`config.mk`:
```
export PLATFORM = sky130hd
export DESIGN_NAME = ext_bus_slv
export DESIGN_NICKNAME = d
export VERILOG_FILES = /design/src/rtl/ext_bus_slv.sv
export SDC_FILE = /design/constraint.sdc
export NUM_CORES = 1
export LEC_CHECK = 0
export BUFFER_PORTS_ARGS = -buffer_cell sky130_fd_sc_hd__buf_4
export CORE_ASPECT_RATIO = 1.25
export CORE_UTILIZATION = 35
export CTS_CLUSTER_SIZE = 25
export DETAILED_ROUTE_END_ITERATION = 8
export GPL_TIMING_DRIVEN = 0
export PLACE_DENSITY = 0.68
export SETUP_SLACK_MARGIN = 0.4
export SYNTH_ARGS = -nofsm -noshare
export SYNTH_HDL_FRONTEND = slang
export SYNTH_SLANG_ARGS = --single-unit
```
`constraint.sdc`:
```
create_clock -name clk -period 2.3 [get_ports clk]
set_input_delay 0.46 -clock clk [delete_from_list [all_inputs] [get_ports clk]]
set_output_delay 0.46 -clock clk [all_outputs]
set_load 0.01 [all_outputs]
```
`src/rtl/ext_bus_slv.sv`:
```
// External bus responder: turns single master transactions into one
// byte-enabled word access on a local memory port, with ACK/RESP strobes.
module ext_bus_slv #(
  parameter int ADDR_WIDTH = 16,
  parameter int DATA_WIDTH = 32
) (
  input  logic                  clk,
  input  logic                  reset_n,
  input  logic                  bus_en_i,
  input  logic [ADDR_WIDTH-1:0] bus_addr_i,
  input  logic [1:0]            bus_size_i,
  input  logic                  bus_we_i,
  input  logic [DATA_WIDTH-1:0] bus_data_recv,
  output logic [DATA_WIDTH-1:0] bus_data_drv,
  output logic                  bus_data_o_en,
  output logic                  slv_rdy_o,
  output logic                  err_o,
  output logic                  mem_en_o,
  output logic                  mem_we_o,
  output logic [3:0]            mem_be_o,
  output logic [ADDR_WIDTH-1:0] mem_addr_o,
  output logic [DATA_WIDTH-1:0] mem_wdata_o,
  input  logic [DATA_WIDTH-1:0] mem_rdata_i,
  input  logic                  mem_rdy_i
);

  typedef enum logic [2:0] {
    IDLE   = 3'd0,
    ACK    = 3'd1,
    WDATA0 = 3'd2,
    WDATA1 = 3'd3,
    MEM    = 3'd4,
    RESP   = 3'd5
  } state_t;

  state_t      state, state_nxt;
  logic [1:0]  a_q;
  logic [1:0]  size_q;
  logic        we_q;
  logic        err_q;
  logic        req_err;
  logic        accept;

  function automatic logic [3:0] calc_be(input logic [1:0] size, input logic [1:0] a);
    case (size)
      2'b00:   calc_be = 4'b0001 << a;
      2'b01:   calc_be = a[1] ? 4'b1100 : 4'b0011;
      2'b10:   calc_be = 4'b1111;
      default: calc_be = 4'b0000;
    endcase
  endfunction

  function automatic logic calc_err(input logic [1:0] size, input logic [1:0] a);
    calc_err = (size == 2'b11) ||
               (size == 2'b01 && a[0]) ||
               (size == 2'b10 && a != 2'b00);
  endfunction

  // Right-align and zero-extend the addressed lanes of the memory word.
  function automatic logic [DATA_WIDTH-1:0] fmt_rdata(input logic [1:0] size,
                                                      input logic [1:0] a,
                                                      input logic [DATA_WIDTH-1:0] rdata);
    logic [DATA_WIDTH-1:0] sh_b;
    logic [DATA_WIDTH-1:0] sh_h;
    sh_b = rdata >> {a, 3'b000};
    sh_h = rdata >> {a[1], 4'b0000};
    case (size)
      2'b00:   fmt_rdata = {24'h0, sh_b[7:0]};
      2'b01:   fmt_rdata = {16'h0, sh_h[15:0]};
      2'b10:   fmt_rdata = rdata;
      default: fmt_rdata = '0;
    endcase
  endfunction

  assign accept  = (state == IDLE) && bus_en_i;
  assign req_err = calc_err(bus_size_i, bus_addr_i[1:0]);

  always_ff @(posedge clk or negedge reset_n) begin
    if (!reset_n) state <= IDLE;
    else          state <= state_nxt;
  end

  always_comb begin
    state_nxt = state;
    case (state)
      IDLE:    if (bus_en_i) state_nxt = ACK;
      ACK: begin
        if (err_q)     state_nxt = RESP;
        else if (we_q) state_nxt = WDATA0;
        else           state_nxt = MEM;
      end
      WDATA0:  state_nxt = WDATA1;
      WDATA1:  state_nxt = MEM;
      MEM:     if (mem_rdy_i) state_nxt = RESP;
      RESP:    state_nxt = IDLE;
      default: state_nxt = IDLE;
    endcase
  end

  // Request capture, write-lane shift and read-data capture.
  always_ff @(posedge clk or negedge reset_n) begin
    if (!reset_n) begin
      a_q          <= 2'b00;
      size_q       <= 2'b00;
      we_q         <= 1'b0;
      err_q        <= 1'b0;
      mem_addr_o   <= '0;
      mem_be_o     <= 4'b0000;
      mem_wdata_o  <= '0;
      bus_data_drv <= '0;
    end else begin
      if (accept) begin
        a_q          <= bus_addr_i[1:0];
        size_q       <= bus_size_i;
        we_q         <= bus_we_i;
        err_q        <= req_err;
        mem_addr_o   <= {bus_addr_i[ADDR_WIDTH-1:2], 2'b00};
        mem_be_o     <= req_err ? 4'b0000 : calc_be(bus_size_i, bus_addr_i[1:0]);
        bus_data_drv <= '0;
      end
      if (state == WDATA1)
        mem_wdata_o <= bus_data_recv << {a_q, 3'b000};
      if (state == MEM && mem_rdy_i && !we_q)
        bus_data_drv <= fmt_rdata(size_q, a_q, mem_rdata_i);
    end
  end

  assign slv_rdy_o     = (state == ACK) || (state == RESP);
  assign mem_en_o      = (state == MEM);
  assign mem_we_o      = (state == MEM) && we_q;
  assign err_o         = (state == RESP) && err_q;
  assign bus_data_o_en = (state == RESP) && !we_q && !err_q;

endmodule

```
# Yosys cells after proc, flatten, opt, wreduce, memory -nomap -nowiden
# Cells that the tools add are included.
dict set report word_totals {
  register_bits 91
  latch_bits 0
  ramBits 0
  rom_bits 0
  output_inout_bits 89
  wordCells 56
  memories 0
}
dict set report classes {
  addsub 0
  mul 0
  div_mod_pow 0
  n_lt_le_gt_ge 0
  n_eq_ne 12
  shift 4
  n_mux 11
  bitwise 0
  n_reduce_logical 20
}
# cell n
set ops {}
lappend ops {{case mux 32 bit (3 select lines)} 1}
lappend ops {{two-way mux 32 bit} 2}
lappend ops {{left shift 32 x 5 -> 32 bit} 1}
lappend ops {{right shift 32 x 5 -> 16 bit} 1}
lappend ops {{right shift 32 x 5 -> 8 bit} 1}
lappend ops {{case mux 3 bit (5 select lines)} 1}
lappend ops {{two-way mux 3 bit} 4}
lappend ops {{case mux 4 bit (3 select lines)} 1}
lappend ops {{logical AND 1 bit} 9}
lappend ops {{two-way mux 4 bit} 2}
lappend ops {{== test 2 bit, second input constant} 3}
lappend ops {{== test 3 x 2 -> 1 bit, second input constant} 2}
lappend ops {{== test 3 bit, second input constant} 2}
lappend ops {{== test 2 x 1 -> 1 bit, second input constant} 2}
lappend ops {{zero test 2 bit} 2}
lappend ops {{nonzero test 2 bit} 2}
lappend ops {{left shift 1 x 2 -> 4 bit, first input constant} 1}
lappend ops {{== test 3 x 1 -> 1 bit, second input constant} 1}
lappend ops {{zero test 3 bit} 1}
lappend ops {{logical OR 1 bit} 3}
lappend ops {{zero test 1 bit} 2}
lappend ops {{!= test 2 x 1 -> 1 bit, second input constant} 1}
lappend ops {{!= test 2 bit, second input constant} 1}
lappend ops {{AND reduction 2 bit} 1}

# Depth between registers and ports, before layout
# Gate-level depths: netlist of run 1.
dict set report depth {
  word_depth 5
  ltp_mapped 7
  depth_no_buf 4
}

# Worst setup path after synthesis of run 1
# OpenSTA, ideal clock, no wires.
dict set report synth_timing {
  path_kind {register to register}
  from {reg state[2]}
  to {reg bus_data_drv[11]}
  arrival_ns 1.820
  setup_slack_ns 0.354
  path_stages_with_launch 8
  period_less_slack_ns 1.946
  path_cell_list {dfrtp_1 > buf_6 > or4b_4 > buf_6 > and2_4 > buf_6 > buf_6 > a221o_1}
}
dict set report synth_via {
  elab_chain_len 4
}
# element line
set synth_lines {}
lappend synth_lines {{start: declaration} 36} ;# state_t state, state_nxt;
lappend synth_lines {{start signal: assignment} 80} ;# else state <= state_nxt;
lappend synth_lines {{== test 3 bit} 123} ;# if (state == MEM && mem_rdy_i && !we_q)
lappend synth_lines {{logical AND 1 bit (2 in series)} 123}
lappend synth_lines {{two-way mux 32 bit or nonzero test 2 bit (tied branches)} n/a}
lappend synth_lines {{end signal: assignment} 124} ;# bus_data_drv <= fmt_rdata(size_q, a_q, mem_rdata_i);
lappend synth_lines {{end: declaration} 14} ;# output logic [DATA_WIDTH-1:0] bus_data_drv,
# Several ways; a longest one is shown, not always the timed one.
# A chain may end at the register's enable or synchronous reset.

# Worst setup path in the final report of run 1
dict set report layout_timing {
  from {reg state[1]}
  to {reg bus_data_drv[11]}
}
# The elaborated chain is that of the path after synthesis.

==> results of run 1 <==
-- registers in the layout (all words and copies together), names as in the netlist --
name	cells
a_q	2
state	3
we_q	1
bus_data_drv	32
err_q	1
size_q	2
mem_addr_o	14
mem_wdata_o	32
mem_be_o	4
-- report_power, final --
group,internal (mW),switching (mW),leakage [nW]
sequential,2.30,0.404,1.15
combinational,2.17,2.23,1.89
clock,0.982,0.625,0.155
total,5.46,3.26,3.20
-- final cells by class --
cell class / instances / share of cell area
sequential: 91 / 0.356
timing repair buffer: 187 / 0.223
tap: 161 / 0.0315
clock buffer: 10 / 0.0373
inverter: 2 / 0.00117
multi-input combinational: 301 / 0.297
clock inverter: 6 / 0.0139
buffer: 38 / 0.0404
-- synth_stat cells --
| library cell | count | area share |
|---|---|---|
| sky130_fd_sc_hd__a2111oi_0 | 1 | 0.0020 |
| sky130_fd_sc_hd__a211oi_1 | 9 | 0.016 |
| sky130_fd_sc_hd__a21o_1 | 3 | 0.0052 |
| sky130_fd_sc_hd__a21oi_1 | 22 | 0.026 |
| sky130_fd_sc_hd__a221o_1 | 7 | 0.016 |
| sky130_fd_sc_hd__a221oi_1 | 7 | 0.014 |
| sky130_fd_sc_hd__a22o_1 | 16 | 0.033 |
| sky130_fd_sc_hd__a22oi_1 | 1 | 0.0017 |
| sky130_fd_sc_hd__a31oi_1 | 1 | 0.0015 |
| sky130_fd_sc_hd__and2_0 | 1 | 0.0015 |
| sky130_fd_sc_hd__and2_1 | 1 | 0.0015 |
| sky130_fd_sc_hd__and2_4 | 1 | 0.0020 |
| sky130_fd_sc_hd__buf_1 | 4 | 0.0035 |
| sky130_fd_sc_hd__buf_2 | 6 | 0.0070 |
| sky130_fd_sc_hd__buf_4 | 3 | 0.0052 |
| sky130_fd_sc_hd__buf_6 | 4 | 0.010 |
| sky130_fd_sc_hd__clkbuf_1 | 21 | 0.018 |
| sky130_fd_sc_hd__conb_1 | 1 | 0.00087 |
| sky130_fd_sc_hd__dfrtp_1 | 91 | 0.53 |
| sky130_fd_sc_hd__inv_1 | 2 | 0.0017 |
| sky130_fd_sc_hd__mux2_2 | 8 | 0.021 |
| sky130_fd_sc_hd__mux2i_1 | 25 | 0.058 |
| sky130_fd_sc_hd__nand2_1 | 93 | 0.081 |
| sky130_fd_sc_hd__nand2b_1 | 4 | 0.0058 |
| sky130_fd_sc_hd__nand3b_1 | 2 | 0.0035 |
| sky130_fd_sc_hd__nand4b_1 | 1 | 0.0020 |
| sky130_fd_sc_hd__nor2_1 | 26 | 0.023 |
| sky130_fd_sc_hd__nor2b_1 | 12 | 0.017 |
| sky130_fd_sc_hd__nor3_1 | 10 | 0.012 |
| sky130_fd_sc_hd__nor3b_1 | 2 | 0.0035 |
| sky130_fd_sc_hd__nor3b_2 | 2 | 0.0058 |
| sky130_fd_sc_hd__nor4b_1 | 1 | 0.0020 |
| sky130_fd_sc_hd__o21ai_0 | 19 | 0.022 |
| sky130_fd_sc_hd__o21bai_1 | 1 | 0.0017 |
| sky130_fd_sc_hd__o2bb2ai_1 | 9 | 0.018 |
| sky130_fd_sc_hd__o31ai_1 | 10 | 0.017 |
| sky130_fd_sc_hd__o32ai_1 | 1 | 0.0020 |
| sky130_fd_sc_hd__or3_1 | 1 | 0.0015 |
| sky130_fd_sc_hd__or4b_4 | 1 | 0.0032 |
| sky130_fd_sc_hd__xor2_1 | 1 | 0.0020 |
-- layer usage --
metal  track usage  share of wire
met4         0.101          0.037
met3        0.0444          0.065
met2         0.351           0.49
met5             0              0
met1         0.256           0.40
-- worst paths after layout --
check                                               endpoint
max in group asynchronous              size_q[1]$_DFFE_PN0P_
worst max register to register  bus_data_drv[11]$_DFFE_PN0P_
worst min register to register     mem_addr_o[2]$_DFFE_PN0P_
worst min-delay path                        we_q$_DFFE_PN0P_
worst max-delay path            bus_data_drv[11]$_DFFE_PN0P_
min in group asynchronous         mem_wdata_o[2]$_DFFE_PN0N_
-- worst max-delay path, delay by kind of cell (launching register included) --
family / cells / cell delay, ns
flip-flops: 1 / 0.38
AND/OR/NAND/NOR: 2 / 0.64
AO/OA/AOI/OAI: 1 / 0.31
buffers and inverters: 4 / 0.51
-- cells by family (layout without fill, tap and decap cells) --
family / count (synthesis) / in the layout / share of synthesized area
AND/OR/NAND/NOR: 158 / 158 / 0.165
AO/OA/AOI/OAI: 107 / 107 / 0.177
flip-flops: 91 / 91 / 0.530
buffers and inverters: 40 / 243 / 0.0463
multiplexers: 33 / 33 / 0.0792
other: 1 / 2 / 0.000872
XOR/XNOR: 1 / 1 / 0.00204
-- what timing repair did --
action,CTS,global route
endpoints found under the hold margin,0,0
gates resized for setup,15,46
hold buffers,0,0
cloned,1,0
setup endpoints to repair,63,80
pin swaps,11,6
setup buffers,8,5
==> reports/qor.tcl, run 1 <==
set qor(starting_utilization_of_the_core_area) 0.365
set qor(highest_count_cells_in_the_layout_ignoring_fill_and_taps) {187 x sky130_fd_sc_hd__buf_4, 93 x sky130_fd_sc_hd__nand2_1, 91 x sky130_fd_sc_hd__dfrtp_1}
set qor(final.fill_count) 1111
set qor(grt_setup_unrepaired) {yes}
set qor(finalCritPeriodShare) 0.860
set qor(critical_path.cell_chain) {buf_6 > or4b_4 > buf_6 > and2_4 > buf_8 > buf_8 > a221o_1}
set qor(total_power_mw) 8.72
set qor(avgSynthCellArea_sq_um) 9.97
set qor(num_rows) 44
set qor(syn_inst) 431
set qor(grt.overflow.total) 0
set qor(sequential_cell_area_sq_um) 2280
set qor(ios) 176
set qor(slew_viol_final) 0
set qor(power_leakage_nw) 3.20
set qor(route.detailed.wl_per_inst_um) 16.9
set qor(final_common_cell) {sky130_fd_sc_hd__buf_4}
set qor(synthesis.yosys.warnings) 0
set qor(slowest_delay_ns) 0.51
set qor(htreeDepth) 3
set qor(worst_hold_slack_ns) 0.312
set qor(nets) 717
set qor(first_pass_grt_wire_length_um) 20500
set qor(drcViolationCount) 0
set qor(ys_seq_area_frac) 0.530
set qor(tritoncts) {built}
set qor(cts.reportedPaths.clkPinSlew_ns) 0.07
set qor(setup_tns_ns) 0
set qor(die_area_sq_um) 12700
set qor(number_of_antenna_violations_at_the_first_check_in_global_routing) 0
set qor(routed_wirelength_um) 13500
set qor(clock-sinks) 91
set qor(area_taken_by_multi_input_logic_gates_sq_um) 1900
set qor(min-delay-start) {bus_we_i}
set qor(timing.critical_path.to_type) {flip-flop}
set qor(maxCapViolations) 0
set qor(die_w_um) 101
set qor(min_period_ns) 1.98
set qor(syn-cell-area_sq_um) 4300
set qor(power.density_nw_per_um2) 1360
set qor(crit_path_max_fanout) 6
set qor(max-clock-path-buffers) 2
set qor(yosys.cell_types.count) 40
set qor(power.ir.vdd_worst_uv) 457
set qor(relative_slew_slack) 0.220
set qor(dp.cells) 766
set qor(grt_max_degree) 92
set qor(setup_slack_of_the_most_critical_reg_to_reg_path_ns) 0.32
set qor(area_overhead_vs_synth_pct) 49.0
set qor(clk-insertion-delay-late_ns) 0.34
set qor(classification_of_the_worst_slack_hold_path) {in -> reg}
set qor(crit_start) {state[1]$_DFFE_PN0P_}
set qor(dp_hpwl_um) 9920
set qor(area_after_dpl_sq_um) 5810
set qor(slowest_stage) {sky130_fd_sc_hd__or4b_4}
set qor(dr.first_iter.drc_count) 169
set qor(worst_pin_slew_ns) 1.17
set qor(layout.core_utilization) 0.544
set qor(synth.ff_latch_count) 91
set qor(dr_total_vias) 4039
set qor(setup_viol) 0
set qor(clock_skew_ns) 0.00622
set qor(finish.instance_area_sq_um) 6400
set qor(crit_type) {reg -> reg}
set qor(numPortBuffers) 173
set qor(post_drt_via_cell_ratio) 5.07
set qor(detailedPlace.worstSlack_ns) 0.0173
set qor(min_delay_path_depth) 3
set qor(core_area_sq_um) 11800
set qor(drt_pre_antenna_iters) 6
set qor(worst_r2r_path_depth) 7
set qor(achievable-frequency_mhz) 506
set qor(floorplan.die.height_um) 126
set qor(antenna_violating_nets_post_route) 0
set qor(place.gp.congestion) 0.884
set qor(number_of_global_route_vias_before_repair) 4056
set qor(hold_viol) 0
set qor(count_of_antenna_diodes_in_the_layout) 0
set qor(drive_above_1_share) 0.402
set qor(final-instance-count-excl-fill) 796
set qor(numCtsBuffers) 9
set qor(critical_path_arrival_ns) 2.19
set qor(setup_ws_post_layout_ns) 0.322
set qor(ctsRootBufferMaster) {sky130_fd_sc_hd__clkbuf_16}
set qor(rr_startpoint) {state[1]$_DFFE_PN0P_}
set qor(worstSetupStartpointType) {flip-flop}
set qor(worst-endpoint-required_ns) 2.52
set qor(grt_use_total) 0.210
set qor(outcome) {finished, final reports clean}
No activity file was read; power rests on OpenSTA's default activity.
==> run 2, diff against run 1 <==
CORE_ASPECT_RATIO = 0.6   (was 1.25)
CORE_UTILIZATION = 44   (was 35)
PLACE_DENSITY = 0.84   (was 0.68)
clock period = 1.7 ns   (was 2.3 ns; I/O delays follow)
==> run 2 against run 1 <==
  * The flow now finishes with violations (negative setup slack)
  * Worst hold slack lost 0.11 ns
  * Utilization is 25 points higher
  * Critical endpoint is now bus_data_drv[12]$_DFFE_PN0P_
  * Register-to-register slack lost 0.63 ns
  * Clock power grew 42%
  * Sequential share of layout area shrank 4.7 points
  * Routed wire length increased by 28%
  * Combinational power up 80%
  * Critical path type unchanged
  * Largest cell class is now multi-input combinational cells
  * Sequential power grew 44%
  * Cell area is 15% higher
  * First-iteration DRC count up 110%
==> reports/qor.tcl, run 2 (synthesis gave the netlist of run 1 again) <==
set qor(outcome) {finished with violations}
set qor(failed_checks) {negative setup slack}
set qor(grt_use_total) 0.310
set qor(nets) 747
set qor(dr.first_iter.drc_count) 355
set qor(slowest_stage) {sky130_fd_sc_hd__dfrtp_1}
set qor(starting_utilization_of_the_core_area) 0.461
set qor(final_common_cell) {sky130_fd_sc_hd__buf_4}
set qor(power.net_switching_mw) 5.62
set qor(area_overhead_vs_synth_pct) 71.4
set qor(worst-endpoint-required_ns) 1.92
set qor(hold-path-endpoint) {mem_addr_o[15]$_DFFE_PN0P_}
set qor(worst_hold_slack_ns) 0.199
set qor(routed_wirelength_um) 17200
set qor(critical_path_arrival_ns) 2.23
set qor(relative_slew_slack) 0.226
set qor(slew_viol_final) 0
set qor(clock-sinks) 91
set qor(slowest_delay_ns) 0.37
set qor(core_area_sq_um) 9320
set qor(setup_viol) 85
set qor(critical_path.cell_chain) {buf_6 > buf_12 > nor3b_4 > nand3b_1 > and2_4 > buf_6 > buf_8 > a221o_1}
set qor(grt.overflow.total) 0
set qor(crit_type) {reg -> reg}
set qor(setup_slack_of_the_most_critical_reg_to_reg_path_ns) -0.31
set qor(achievable-frequency_mhz) 497
set qor(count_of_antenna_diodes_in_the_layout) 0
set qor(number_of_global_route_vias_before_repair) 4427
set qor(dr_total_vias) 4647
set qor(min-delay-start) {bus_addr_i[15]}
set qor(setup_tns_ns) -13.67
set qor(crit_start) {state[1]$_DFFE_PN0P_}
set qor(comb_power_share) 0.561
set qor(crit_path_max_fanout) 6
set qor(dp_hpwl_um) 9850
set qor(post_drt_via_cell_ratio) 5.85
set qor(min_delay_path_depth) 3
set qor(die_area_sq_um) 10200
set qor(seqPwrFrac) 0.276
set qor(tritoncts) {built}
set qor(place.gp.congestion) 0.850
set qor(grt_setup_unrepaired) {yes}
set qor(worst_pin_slew_ns) 1.16
set qor(numCtsBuffers) 9
set qor(htreeDepth) 3
set qor(number_of_antenna_violations_at_the_first_check_in_global_routing) 0
set qor(power_leakage_nw) 3.60
set qor(ctsRootBufferMaster) {sky130_fd_sc_hd__clkbuf_16}
set qor(max-clock-path-buffers) 2
set qor(drt_pre_antenna_iters) 4
set qor(route.detailed.wl_per_inst_um) 21.7
set qor(clk-insertion-delay-late_ns) 0.35
set qor(die_w_um) 130
set qor(grt_max_degree) 92
set qor(worst_r2r_path_depth) 8
set qor(cts.reportedPaths.clkPinSlew_ns) 0.07
set qor(worst_r2r_endpoint) {bus_data_drv[12]$_DFFE_PN0P_}
set qor(antenna_violating_nets_post_route) 0
set qor(numPortBuffers) 173
set qor(clock_skew_ns) 0.0120
set qor(classification_of_the_worst_slack_hold_path) {in -> reg}
set qor(min_period_ns) 2.01
set qor(reg.largest.list) {bus_data_drv: 32 flops, mem_wdata_o: 32 flops, mem_addr_o: 14 flops}
set qor(maxCapViolations) 0
set qor(netSwitchingFraction) 0.398
set qor(highest_count_cells_in_the_layout_ignoring_fill_and_taps) {192 x sky130_fd_sc_hd__buf_4, 91 x sky130_fd_sc_hd__dfrtp_1, 41 x sky130_fd_sc_hd__nand2_2, 41 x sky130_fd_sc_hd__nand2_1, 26 x sky130_fd_sc_hd__buf_6}
set qor(power_report.internal_total_mw) 8.51
set qor(worstSetupStartpointType) {flip-flop}
set qor(power_frac_clock) 0.162
set qor(cell_type_with_the_highest_occurrence_count_on_the_critical_path) {sky130_fd_sc_hd__buf_6}
set qor(hold_viol) 0
set qor(rr_startpoint) {state[1]$_DFFE_PN0P_}
set qor(ios) 176
set qor(first_pass_grt_wire_length_um) 23400
set qor(finalCritPeriodShare) 1.18
set qor(timing.critical_path.to_type) {flip-flop}
set qor(power.density_nw_per_um2) 1920
set qor(drive_above_1_share) 0.560
set qor(power.ir.vdd_worst_uv) 822
set qor(setup_ws_post_layout_ns) -0.312
set qor(drcViolationCount) 0
set qor(floorplan.die.height_um) 78.6
set qor(num_rows) 27
## run 2: worst max-delay path by stage
| stage | to | slack [ns] | cells after the start |
|---|---|---|---|
| finish | bus_data_drv[12]$_DFFE_PN0P_ | -0.31 | 8 |
| global route | bus_data_drv[12]$_DFFE_PN0P_ | -0.35 | 8 |
| CTS | bus_data_drv[12]$_DFFE_PN0P_ | -0.28 | 7 |
| detailed placement | bus_data_drv[12]$_DFFE_PN0P_ | -0.38 | 6 |
| global placement | bus_data_drv[12]$_DFFE_PN0P_ | -0.31 | 6 |
| floorplan | bus_data_drv[11]$_DFFE_PN0P_ | -0.22 | 7 |
## run 2: per-layer routing
metal  GRT usage  wire, um  up-vias
li1            -         -     1980
met1       0.398      6910     2280
met2       0.495      7960      323
met3      0.0873      1700       64
met4       0.121       676        0
met5           0         0        -
## run 2: power groups by stage
stage               Clock [mW]  Combinational (mW)  Sequential, mW
finish                    2.29                7.93            3.90
floorplan                    0                2.83            4.00
detailed placement           0                5.65            3.70
CTS                       2.27                6.62            3.73
global placement             0                5.48            3.65
global route              2.38                8.35            3.98
## run 2: cell type report
cell class	count	area [sq um]
multi-input cells	301	2350
plain buffers	38	428
fillers	564	1960
repair buffers	217	1810
well taps	130	163
clock buffers	10	229
clock inverters	5	103
inverters	2	7.51
flip-flops and latches	91	2280
## run 2: stage by stage
step                total power [mW]  instances  worst slack, ns   util  instance area [sq um]
floorplan                       6.84        432           -0.221      -                   4430
global placement                9.13        735           -0.309  0.632                   5900
detailed placement              9.35        735           -0.384  0.632                   5900
CTS                             12.6        778           -0.280  0.734                   6840
global route                    14.7        794           -0.345  0.790                   7370
finish                          14.1        794           -0.312  0.790                   7370
## run 2: what timing repair did
item	4_1_cts	5_1_grt
hold buffers	0	0
cloned	4	4
setup buffers	24	12
setup endpoints to repair	93	95
resized for setup	116	107
pin swaps	14	42
## run 2: worst max-delay path: cells and delay by family (launching register included)
family / cells / cell delay (ns)
AND/OR/NAND/NOR: 3 / 0.69
buffers and inverters: 4 / 0.51
flip-flops: 1 / 0.37
AO/OA/AOI/OAI: 1 / 0.31
